$ cat src/rtl/proc_pkg.sv
// Shared types for the multi-cycle proc_core: FSM step encoding and opcode map.
// No logic here; imported by proc_ctrl and proc_core.
package proc_pkg;

  localparam int OPC_W = 3;

  typedef enum logic [1:0] {
    T0 = 2'd0,
    T1 = 2'd1,
    T2 = 2'd2,
    T3 = 2'd3
  } state_t;

  typedef enum logic [OPC_W-1:0] {
    OP_MV   = 3'b000,
    OP_MVI  = 3'b001,
    OP_ADD  = 3'b010,
    OP_SUB  = 3'b011,
    OP_AND  = 3'b100,
    OP_SLT  = 3'b101,
    OP_MVNZ = 3'b110,
    OP_RSV  = 3'b111
  } opcode_t;

endpackage

$ cat src/rtl/proc_ctrl.sv
// FSM + decode for proc_core: fetch in T0, 1 step for moves/illegal, 3 for ALU ops.
// No backpressure; Run is sampled only in T0. `PROC_EXT_OPS_EN enables AND/SLT/MVNZ.
module proc_ctrl
  import proc_pkg::*;
#(
  parameter int DATA_W = 9,
  parameter int RSEL_W = 3,
  localparam int NUM_REGS = 2 ** RSEL_W
) (
  input  logic                 clk_50,
  input  logic                 reset,
  input  logic [DATA_W-1:0]    IR,
  input  logic                 Run,
  input  logic                 g_nz,
  output logic                 IR_in,
  output logic [NUM_REGS-1:0]  R_in,
  output logic [NUM_REGS-1:0]  R_out,
  output logic                 A_in,
  output logic                 G_in,
  output logic                 G_out,
  output logic                 DIN_out,
  output logic [OPC_W-1:0]     alu_op,
  output logic                 Done,
  output logic                 Illegal,
  output logic [1:0]           State
);

`ifdef PROC_EXT_OPS_EN
  localparam logic EXT_EN = 1'b1;
`else
  localparam logic EXT_EN = 1'b0;
`endif

  state_t              state_q, state_d;
  opcode_t             opc;
  logic [RSEL_W-1:0]   rx, ry;

  assign opc    = opcode_t'(IR[DATA_W-1 -: OPC_W]);
  assign rx     = IR[2*RSEL_W-1 : RSEL_W];
  assign ry     = IR[RSEL_W-1 : 0];
  assign alu_op = IR[DATA_W-1 -: OPC_W];
  assign State  = state_q;

  always_comb begin
    state_d = state_q;
    IR_in   = 1'b0;
    R_in    = '0;
    R_out   = '0;
    A_in    = 1'b0;
    G_in    = 1'b0;
    G_out   = 1'b0;
    DIN_out = 1'b0;
    Done    = 1'b0;
    Illegal = 1'b0;
    case (state_q)
      T0: begin
        if (Run) begin
          IR_in   = 1'b1;
          state_d = T1;
        end
      end
      T1: begin
        case (opc)
          OP_MV: begin
            R_out[ry] = 1'b1;
            R_in[rx]  = 1'b1;
            Done      = 1'b1;
            state_d   = T0;
          end
          OP_MVI: begin
            DIN_out  = 1'b1;
            R_in[rx] = 1'b1;
            Done     = 1'b1;
            state_d  = T0;
          end
          OP_ADD, OP_SUB: begin
            R_out[rx] = 1'b1;
            A_in      = 1'b1;
            state_d   = T2;
          end
          OP_AND, OP_SLT: begin
            if (EXT_EN) begin
              R_out[rx] = 1'b1;
              A_in      = 1'b1;
              state_d   = T2;
            end else begin
              Done    = 1'b1;
              Illegal = 1'b1;
              state_d = T0;
            end
          end
          OP_MVNZ: begin
            Done    = 1'b1;
            state_d = T0;
            if (EXT_EN) begin
              R_out[ry] = 1'b1;
              R_in[rx]  = g_nz;
            end else begin
              Illegal = 1'b1;
            end
          end
          default: begin
            Done    = 1'b1;
            Illegal = 1'b1;
            state_d = T0;
          end
        endcase
      end
      // T2/T3 are only reachable through an ALU opcode, so no re-decode here.
      T2: begin
        R_out[ry] = 1'b1;
        G_in      = 1'b1;
        state_d   = T3;
      end
      T3: begin
        G_out    = 1'b1;
        R_in[rx] = 1'b1;
        Done     = 1'b1;
        state_d  = T0;
      end
    endcase
  end

  always_ff @(posedge clk_50) begin
    if (reset) state_q <= T0;
    else       state_q <= state_d;
  end

endmodule

$ cat src/rtl/proc_core.sv
// Register-file processor core: register file, ALU and shared bus around proc_ctrl.
// Latency 1 (MV/MVI/MVNZ/illegal) or 3 (ALU) cycles after fetch; no backpressure. `PROC_EXT_OPS_EN.
module proc_core
  import proc_pkg::*;
#(
  parameter int DATA_W = 9,
  parameter int RSEL_W = 3,
  localparam int NUM_REGS = 2 ** RSEL_W
) (
  input  logic                          clk_50,
  input  logic                          reset,
  input  logic                          Run,
  input  logic [DATA_W-1:0]             DIN,
  output logic                          Done,
  output logic [DATA_W-1:0]             Bus,
  output logic [1:0]                    State,
  output logic [DATA_W-1:0]             IR,
  output logic [DATA_W-1:0]             regA,
  output logic [DATA_W-1:0]             regG,
  output logic [NUM_REGS*DATA_W-1:0]    R_flat,
  output logic                          Ovf,
  output logic                          Illegal
);

  logic [DATA_W-1:0]    r_q [NUM_REGS];
  logic [DATA_W-1:0]    ir_q, a_q, g_q, g_d, b_eff;
  logic                 ovf_q, ovf_d;
  logic                 ir_in, a_in, g_in, g_out, din_out;
  logic [NUM_REGS-1:0]  r_in, r_out;
  logic [OPC_W-1:0]     alu_op;

  proc_ctrl #(
    .DATA_W (DATA_W),
    .RSEL_W (RSEL_W)
  ) u_ctrl (
    .clk_50  (clk_50),
    .reset   (reset),
    .IR      (ir_q),
    .Run     (Run),
    .g_nz    (|g_q),
    .IR_in   (ir_in),
    .R_in    (r_in),
    .R_out   (r_out),
    .A_in    (a_in),
    .G_in    (g_in),
    .G_out   (g_out),
    .DIN_out (din_out),
    .alu_op  (alu_op),
    .Done    (Done),
    .Illegal (Illegal),
    .State   (State)
  );

  // Register sources are one-hot, so an OR-reduce suffices for the bus mux.
  always_comb begin
    Bus = '0;
    if (din_out)    Bus = DIN;
    else if (g_out) Bus = g_q;
    else begin
      for (int i = 0; i < NUM_REGS; i++) begin
        if (r_out[i]) Bus = Bus | r_q[i];
      end
    end
  end

  always_comb begin
    b_eff = (alu_op == OP_SUB) ? ~Bus : Bus;
    case (alu_op)
      OP_ADD:  g_d = a_q + Bus;
      OP_SUB:  g_d = a_q - Bus;
      OP_AND:  g_d = a_q & Bus;
      OP_SLT:  g_d = {{(DATA_W-1){1'b0}}, ($signed(a_q) < $signed(Bus))};
      default: g_d = '0;
    endcase
    ovf_d = (a_q[DATA_W-1] == b_eff[DATA_W-1]) && (g_d[DATA_W-1] != a_q[DATA_W-1]);
  end

  always_ff @(posedge clk_50) begin
    if (reset) begin
      ir_q  <= '0;
      a_q   <= '0;
      g_q   <= '0;
      ovf_q <= 1'b0;
      for (int i = 0; i < NUM_REGS; i++) r_q[i] <= '0;
    end else begin
      if (ir_in) ir_q <= DIN;
      if (a_in)  a_q  <= Bus;
      if (g_in) begin
        g_q <= g_d;
        if (alu_op == OP_ADD || alu_op == OP_SUB) ovf_q <= ovf_d;
      end
      for (int i = 0; i < NUM_REGS; i++) begin
        if (r_in[i]) r_q[i] <= Bus;
      end
    end
  end

  for (genvar i = 0; i < NUM_REGS; i++) begin : g_flat
    assign R_flat[i*DATA_W +: DATA_W] = r_q[i];
  end

  assign IR   = ir_q;
  assign regA = a_q;
  assign regG = g_q;
  assign Ovf  = ovf_q;

endmodule

$ cat config.mk
export PLATFORM = sky130hd
export DESIGN_NAME = proc_core
export DESIGN_NICKNAME = d
export VERILOG_FILES = /design/src/rtl/proc_pkg.sv /design/src/rtl/proc_ctrl.sv /design/src/rtl/proc_core.sv
export SDC_FILE = /design/constraint.sdc
export NUM_CORES = 1
export LEC_CHECK = 0
export CAP_MARGIN = 20
export CORE_MARGIN = 5
export CORE_UTILIZATION = 45
export DETAILED_ROUTE_END_ITERATION = 12
export HOLD_SLACK_MARGIN = 0.15
export PLACE_DENSITY_LB_ADDON = 0.12
export RECOVER_POWER = 50
export SLEW_MARGIN = 20
export SYNTH_ARGS = -nofsm -noshare
export SYNTH_HDL_FRONTEND = slang
export SYNTH_SLANG_ARGS = --single-unit
$ cat constraint.sdc
create_clock -name clk_50 -period 5.59 [get_ports clk_50]
set_input_delay 1.118 -clock clk_50 [delete_from_list [all_inputs] [get_ports clk_50]]
set_output_delay 1.118 -clock clk_50 [all_outputs]
set_load 0.01 [all_outputs]
## Word level (Yosys, flattened, before mapping)

Memories as Yosys holds them, arrays and structs flattened.
Index checks and enable logic that the tools add are counted.

| cells by class | value |
|---|---|
| $add $sub $neg | 2 |
| magnitude comparators | 5 |
| equality and inequality tests | 11 |
| multiplexer cells | 83 |
| bitwise logic cells | 17 |
| reductions and logical operators | 10 |

Operator list:

| cell | number |
|---|---|
| 9-bit 2-to-1 mux | 33 |
| 9-bit bitwise OR | 7 |
| 8-bit one-hot mux with 2 select lines | 3 |
| 1-bit 2-to-1 mux | 39 |
| 9-bit one-hot mux with 4 select lines | 1 |
| 9-bit adder | 1 |
| 9-bit AND | 1 |
| 9-bit < comparator | 1 |
| 9-bit NOT | 1 |
| 9-bit subtractor | 1 |
| 3-bit by 4-bit < comparator with 1-bit output, second input constant | 2 |
| 8-bit 2-to-1 mux | 1 |
| 1-bit bitwise OR | 8 |
| 2-bit one-hot mux with 4 select lines | 1 |
| 1-bit demux with 3-bit select | 2 |
| 3-bit by 2-bit equality test with 1-bit output, second input constant | 2 |
| 3-bit equality test, second input constant | 2 |
| 3-bit by 1-bit greater-or-equal comparator with 1-bit output, second input constant | 2 |
| 2-bit equality test, second input constant | 2 |
| 2-bit 2-to-1 mux | 2 |
| 2-bit OR reduction | 2 |
| 4-bit OR reduction | 1 |
| 3-bit by 1-bit equality test with 1-bit output, second input constant | 1 |
| 1-bit logical AND | 3 |
| other kinds (9) | 9 |

| storage, ports and cells | value |
|---|---|
| flip-flop bits (word level) | 30 |
| memory bits (writable) | 72 |
| input port bits | 12 |
| output and inout bits | 113 |
| logic and storage cells | 134 |
| memories | 1 |

Memory list:

| memory | words | bits a word | rd ports | clocked after memory_dff | write ports | RTL line | text |
|---|---|---|---|---|---|---|---|
| r_q | 8 | 9 | 8 | 0 | 8 | proc_core.sv:25 | `logic [DATA_W-1:0] r_q [NUM_REGS];` |

## Logic depth before layout (Yosys ltp)

| depth | value |
|---|---|
| depth in word-level cells | 41 |
| depth in mapped cells | 21 |
| mapped depth without buffers | 19 |

## Modules after synthesis

A second synthesis with hierarchy kept.

| second synthesis, totals | value |
|---|---|
| cell total of the unflattened synthesis | 534 |
| area, all modules | 5669.2 sq um |

By module, submodules not included:

| module | instances | cells an instance | area each (sq um) | sequential area each (sq um) |
|---|---|---|---|---|
| proc_core | 1 | 474 | 5242.5 | 2722.6 |
| proc_ctrl | 1 | 60 | 426.7 | 40.0 |

## Worst setup path before layout

OpenSTA, ideal clock, no wires.

| path | value |
|---|---|
| path kind | reg-to-reg |
| from | register u_ctrl.state_q[0], in the netlist u_ctrl.State[0] |
| to | register ovf_q, in the netlist Ovf |
| setup time | 0.126 ns |
| arrival time | 4.396 ns |
| required time | 5.464 ns |
| path slack | 1.068 ns |
| stages on the path, launching flop included | 21 |
| path buffers | 2 |
| clock period less this slack | 4.522 ns |
| cell sequence | dfxtp_1 -> inv_1 -> ha_1 -> buf_2 -> inv_1 -> clkbuf_1 -> a211oi_1 -> o21a_1 -> a221oi_1 -> nand2_1 -> o21ai_2 -> inv_1 -> ha_1 -> or3b_2 -> a31oi_1 -> a31oi_1 -> xor2_1 -> a32o_1 -> a21oi_1 -> mux2i_1 -> o31ai_1 |

| on the way | value |
|---|---|
| word-level cells in the longest chain between the ends | 37 |
| elaborated cells on any way between the ends | 48 |
| those cells by class | 2 x add/sub; 5 x eq/ne; 30 x mux; 9 x bitwise; 2 x reduce/logical |

RTL lines:

| what | RTL line | text |
|---|---|---|
| start, declared | proc_ctrl.sv:34 | `state_t state_q, state_d;` |
| start signal, assigned | proc_ctrl.sv:126 | `else state_q <= state_d;` |
| 2-bit equality test / 2-bit by 1-bit equality test with 1-bit output (equally long branches) | proc_ctrl.sv:55 | `case (state_q)` |
| 8-bit one-hot mux with 2 select lines | proc_ctrl.sv:55 |  |
| 9-bit 2-to-1 mux | proc_core.sv:61 | `if (r_out[i]) Bus = Bus \| r_q[i];` |
| 9-bit 2-to-1 mux | proc_core.sv:58 | `else if (g_out) Bus = g_q;` |
| 9-bit 2-to-1 mux | proc_core.sv:57 | `if (din_out) Bus = DIN;` |
| 9-bit bitwise OR | proc_core.sv:61 |  |
| 9-bit 2-to-1 mux | proc_core.sv:61 |  |
| 9-bit 2-to-1 mux | proc_core.sv:58 |  |
| [22 not listed] | -- |  |
| 9-bit 2-to-1 mux | proc_core.sv:61 |  |
| 9-bit 2-to-1 mux | proc_core.sv:58 |  |
| 9-bit 2-to-1 mux (*) | proc_core.sv:57 |  |
| via Bus[5] | proc_core.sv:15 | `output logic [DATA_W-1:0] Bus,` |
| 9-bit subtractor / 9-bit adder (equally long branches) | proc_core.sv:70, proc_core.sv:69 |  |
| 9-bit one-hot mux with 4 select lines (*) | proc_core.sv:68 | `case (alu_op)` |
| 1-bit inequality test (*) | proc_core.sv:75 | `ovf_d = (a_q[DATA_W-1] == b_eff[DATA_W-1]) && (g_d[DATA_W-1] != a_q[DATA_W-1]);` |
| 1-bit logical AND (*) | proc_core.sv:75 |  |
| end signal, assigned | proc_core.sv:90 | `if (alu_op == OP_ADD \|\| alu_op == OP_SUB) ovf_q <= ovf_d;` |
| end, declared | proc_core.sv:27 | `logic ovf_q, ovf_d;` |

The timed path passes the listed nets; every way through them passes the cells marked *. The select of a mux whose other input is x is not followed.
A chain may end at the register's enable or synchronous reset.

## Final worst setup path

| path | value |
|---|---|
| from | register u_ctrl.state_q[0], in the netlist u_ctrl.State[0] |
| to | output Bus[3] |

| on the way | value |
|---|---|
| word-level cells in the longest chain between the ends | 33 |
| elaborated cells on any way between the ends | 37 |
| those cells by class | 3 x eq/ne; 27 x mux; 7 x bitwise |

RTL lines:

| what | RTL line |
|---|---|
| 2-bit equality test / 2-bit by 1-bit equality test with 1-bit output (equally long branches) | proc_ctrl.sv:55 |
| 8-bit one-hot mux with 2 select lines | proc_ctrl.sv:55 |
| 9-bit 2-to-1 mux | proc_core.sv:61 |
| 9-bit 2-to-1 mux | proc_core.sv:58 |
| 9-bit 2-to-1 mux | proc_core.sv:57 |
| 9-bit bitwise OR | proc_core.sv:61 |
| 9-bit 2-to-1 mux | proc_core.sv:61 |
| 9-bit 2-to-1 mux | proc_core.sv:58 |
| [17 not listed] | -- |
| 9-bit bitwise OR | proc_core.sv:61 |
| 9-bit 2-to-1 mux | proc_core.sv:61 |
| 9-bit 2-to-1 mux | proc_core.sv:58 |
| 9-bit 2-to-1 mux | proc_core.sv:57 |
| 9-bit bitwise OR | proc_core.sv:61 |
| 9-bit 2-to-1 mux | proc_core.sv:61 |
| 9-bit 2-to-1 mux | proc_core.sv:58 |
| 9-bit 2-to-1 mux (*) | proc_core.sv:57 |
| end, declared | proc_core.sv:15 |

Mark *: on every way between the ends. The rest lies on a longest branch, timed or not. The select of a mux whose other input is x is not followed.

==> results.yml <==
worst_hold_path:
  hold_depth: 2
  min-delay-start: "regG[3]"
  hp-class: "reg2reg"
  hold_path_end: "regG[3]"
sta:
  setup_slack_ns: 0.417
  fin_worst_skew_ns: 0.00684
  rsz0062_at_grt: "no"
  hold_viol_final: 0
  slew_violations: 0
  period_share: 0.925
  slew_headroom: 0.397
  tightest_slew_ns: 0.904
  min_period_ns: 5.17
  tns_ns: 0
  max_freq_mhz: 193
  finalSetupViolations: 0
grt:
  grt_max_degree: 31
  track_usage: 0.267
  antenna_found_initial: 0
  grt_pass1_wl_mm: 30.2
  grt_overflow_total: 0
  first_global_vias: 5157
critical_path:
  required_ns: 4.47
  start_kind: "flip-flop"
  r2r-end: "Ovf"
  worst-path-max-fanout: 11
  regToRegStartpoint: "u_ctrl.State[0]"
  r2r_slack_ns: 0.59
  cp-end-kind: "output port"
  crit_type: "reg2out"
  crit_arrival_ns: 4.05
  reg2reg_depth: 17
yosys:
  synth_edf_count: 72
  ys_seq_area_frac: 0.473
  syn_area_sq_um: 5850
  synth_fa_ha_area_frac: 0.0604
  yosys.area_share.simple: 0.196
  async_flop_share: 0
  synth_mux_area_frac: 0.0126
  synth_top_family_by_area: "compound AO/OA/AOI/OAI gates"
  yosys.area_share.xor_xnor: 0.0135
  ys_ff_latch: 102
  synth-main-ff-cell: "edfxtp_1"
  synth_nets: 650
  synth_compound_area_frac: 0.196
  synth.distinct_cells: 70
  yosysWarnings: 0
  syn_avg_cell_area_sq_um: 9.57
  syn_inst: 611
route:
  wl_per_cell_um: 22.7
  drc: 0
  drt_wl_total_mm: 20.3
  viasPerCell: 5.99
  initialDrtViolationCount: 492
  drt-pass1-iter-count: 5
  vias: 5363
  drtAntennaViolNets: 0
pwr:
  p_per_area_nw_per_um2: 246
  p_leak_nw: 2.89
  ir_drop_v: 0.000206
clocking:
  post_cts_buffers: 0
  ctsRootBufferMaster: "clkbuf_16"
  cts_buffers: 9
  cts_hold_buffers: 0
  cts_tree: "built"
  cts_max_path_buffers: 2
  cts_sinks: 102
  clkLatencyLatePin_ns: 0.36
  cts_htree_levels: 3
  clk_pin_slew_worst_paths_ns: 0.08
  ctsResizeCount: 0
finish:
  num_antenna_cells: 0
  final_nets: 758
  drive_above_1_share: 0.0691
  area_growth_pct: 28.9
die:
  pin_count: 125
  rows: 41
  die_w_um: 124
  die_h_um: 124
  die-area_sq_um: 15400
  fp.coreArea_sq_um: 12700
  initial_utilization: 0.461
flow_run:
  drv_cap: 0
run_status:
  status: "completed"
place:
  dp_slack_ns: 0.656
  port-buffer-count: 124
  dp_hpwl_mm: 15.3
  gp_congestion: 0.952
worst max-delay path by stage:
stage                         start      to  slack [ns]  cells past startpoint
floorplan           u_ctrl.State[0]     Ovf        1.07                     20
global placement    u_ctrl.State[0]     Ovf        0.79                     17
detailed placement  u_ctrl.State[0]     Ovf        0.66                     17
CTS                 u_ctrl.State[0]  Bus[3]        0.49                      8
global route              flip-flop     Ovf        0.25                     19
finish              u_ctrl.State[0]  Bus[3]        0.42                      8
worst max-delay path, cell delays in order, from the launching register on:
cell and delay, ns:
dfxtp_1 0.46, ha_1 0.42, or4b_1 0.69, a211oi_1 0.46, o21a_1 0.32, a22o_1 0.17
nor2_1 0.07, a31oi_1 0.46, clkdlybuf4s50_1 0.66
cells in the final DEF (no fill, tap or decap), types with 8 or more instances in the layout:
cell / n
a21oi_1: 30
a221oi_1: 9
a22oi_1: 8
a31oi_1: 14
a32oi_1: 8
buf_4: 11
clkbuf_16: 9
clkdlybuf4s50_1: 28
dfxtp_1: 30
dlygate4sd3_1: 96
edfxtp_1: 72
ha_1: 25
inv_1: 33
nand2_1: 51
nand2b_1: 15
nand3_1: 16
nor2_1: 100
nor2b_1: 13
o211ai_1: 12
o21ai_0: 15
or2_2: 8
xnor2_1: 8
sequential cells by signal, indices dropped and copies added (netlist names), named ones only:
register      count
regG              9
IR                9
r_q              72
regA              9
Ovf               1
u_ctrl.State      1
cell type report:
| cell class | instances | area, sq um |
|---|---|---|
| Fill cell | 1131 | 5130 |
| Clock inverter | 7 | 85.1 |
| Inverter | 33 | 124 |
| Timing Repair Buffer | 136 | 1330 |
| Sequential cell | 102 | 2760 |
| Multi-Input combinational cell | 437 | 2800 |
| Tap cell | 172 | 215 |
| Clock buffer | 9 | 225 |
synth_stat cells (3+ instances only):
cell type	count	area [sq um]
nand2b_1	15	93.8
edfxtp_1	72	2160
nor2b_1	13	81.3
o21ai_1	4	20.0
ha_1	25	313
buf_2	3	15.0
nand3b_1	3	22.5
clkbuf_1	31	116
xnor2_1	8	70.1
a22o_1	3	26.3
a211oi_1	7	52.6
or2_2	8	50.1
nand4_1	6	37.5
a32o_1	3	30.0
a21o_1	6	45.0
a22oi_1	8	60.1
inv_1	33	124
o21ai_2	4	35.0
dfxtp_1	30	601
mux2i_1	4	40.0
and3_1	3	18.8
and2_1	5	31.3
nor3_1	6	30.0
nor4bb_1	3	30.0
nand2_1	51	191
o21a_1	3	22.5
a221oi_1	9	78.8
nand3_1	16	80.1
o211ai_1	12	90.1
a21oi_1	30	150
o21ai_0	15	75.1
a32oi_1	8	70.1
a31oi_1	14	87.6
nor2_1	100	375
through the flow:
stage           util  cell area [sq um]  instances  total power [mW]  hold WS (ns)
6_report       0.595               7540        896              1.85         0.511
5_1_grt        0.595               7540        896              1.92         0.531
4_1_cts        0.595               7540        896              1.87         0.513
3_5_place_dp   0.571               7230        880              1.21         0.499
3_3_place_gp   0.571               7230        880              1.21         0.500
2_1_floorplan      -               5850        611              1.06         0.502
power by group:
group / internal (mW) / leakage [nW] / total [mW] / switching, mW
clock network: 0.357 / 0.146 / 0.672 / 0.315
logic: 0.122 / 1.76 / 0.298 / 0.176
registers: 0.842 / 0.989 / 0.883 / 0.0414
kinds of logic (layout without fill, tap and decap cells):
| family | Yosys count | after routing |
|---|---|---|
| buffers and inverters | 72 | 185 |
| AND/OR/NAND/NOR | 241 | 241 |
| AO/OA/AOI/OAI | 154 | 154 |
| multiplexers | 6 | 6 |
| XOR/XNOR | 9 | 9 |
| flip-flops | 102 | 102 |
| adder cells (fa/ha/maj) | 27 | 27 |
routing by layer:
layer / vias up / routed length [um] / GRT usage
met3: 41 / 1950 / 0.0645
met2: 280 / 9030 / 0.395
met5: - / 0 / 0
li1: 2436 / - / -
met1: 2606 / 8670 / 0.374
met4: 0 / 647 / 0.114
Power figures use the tool's default switching activity.
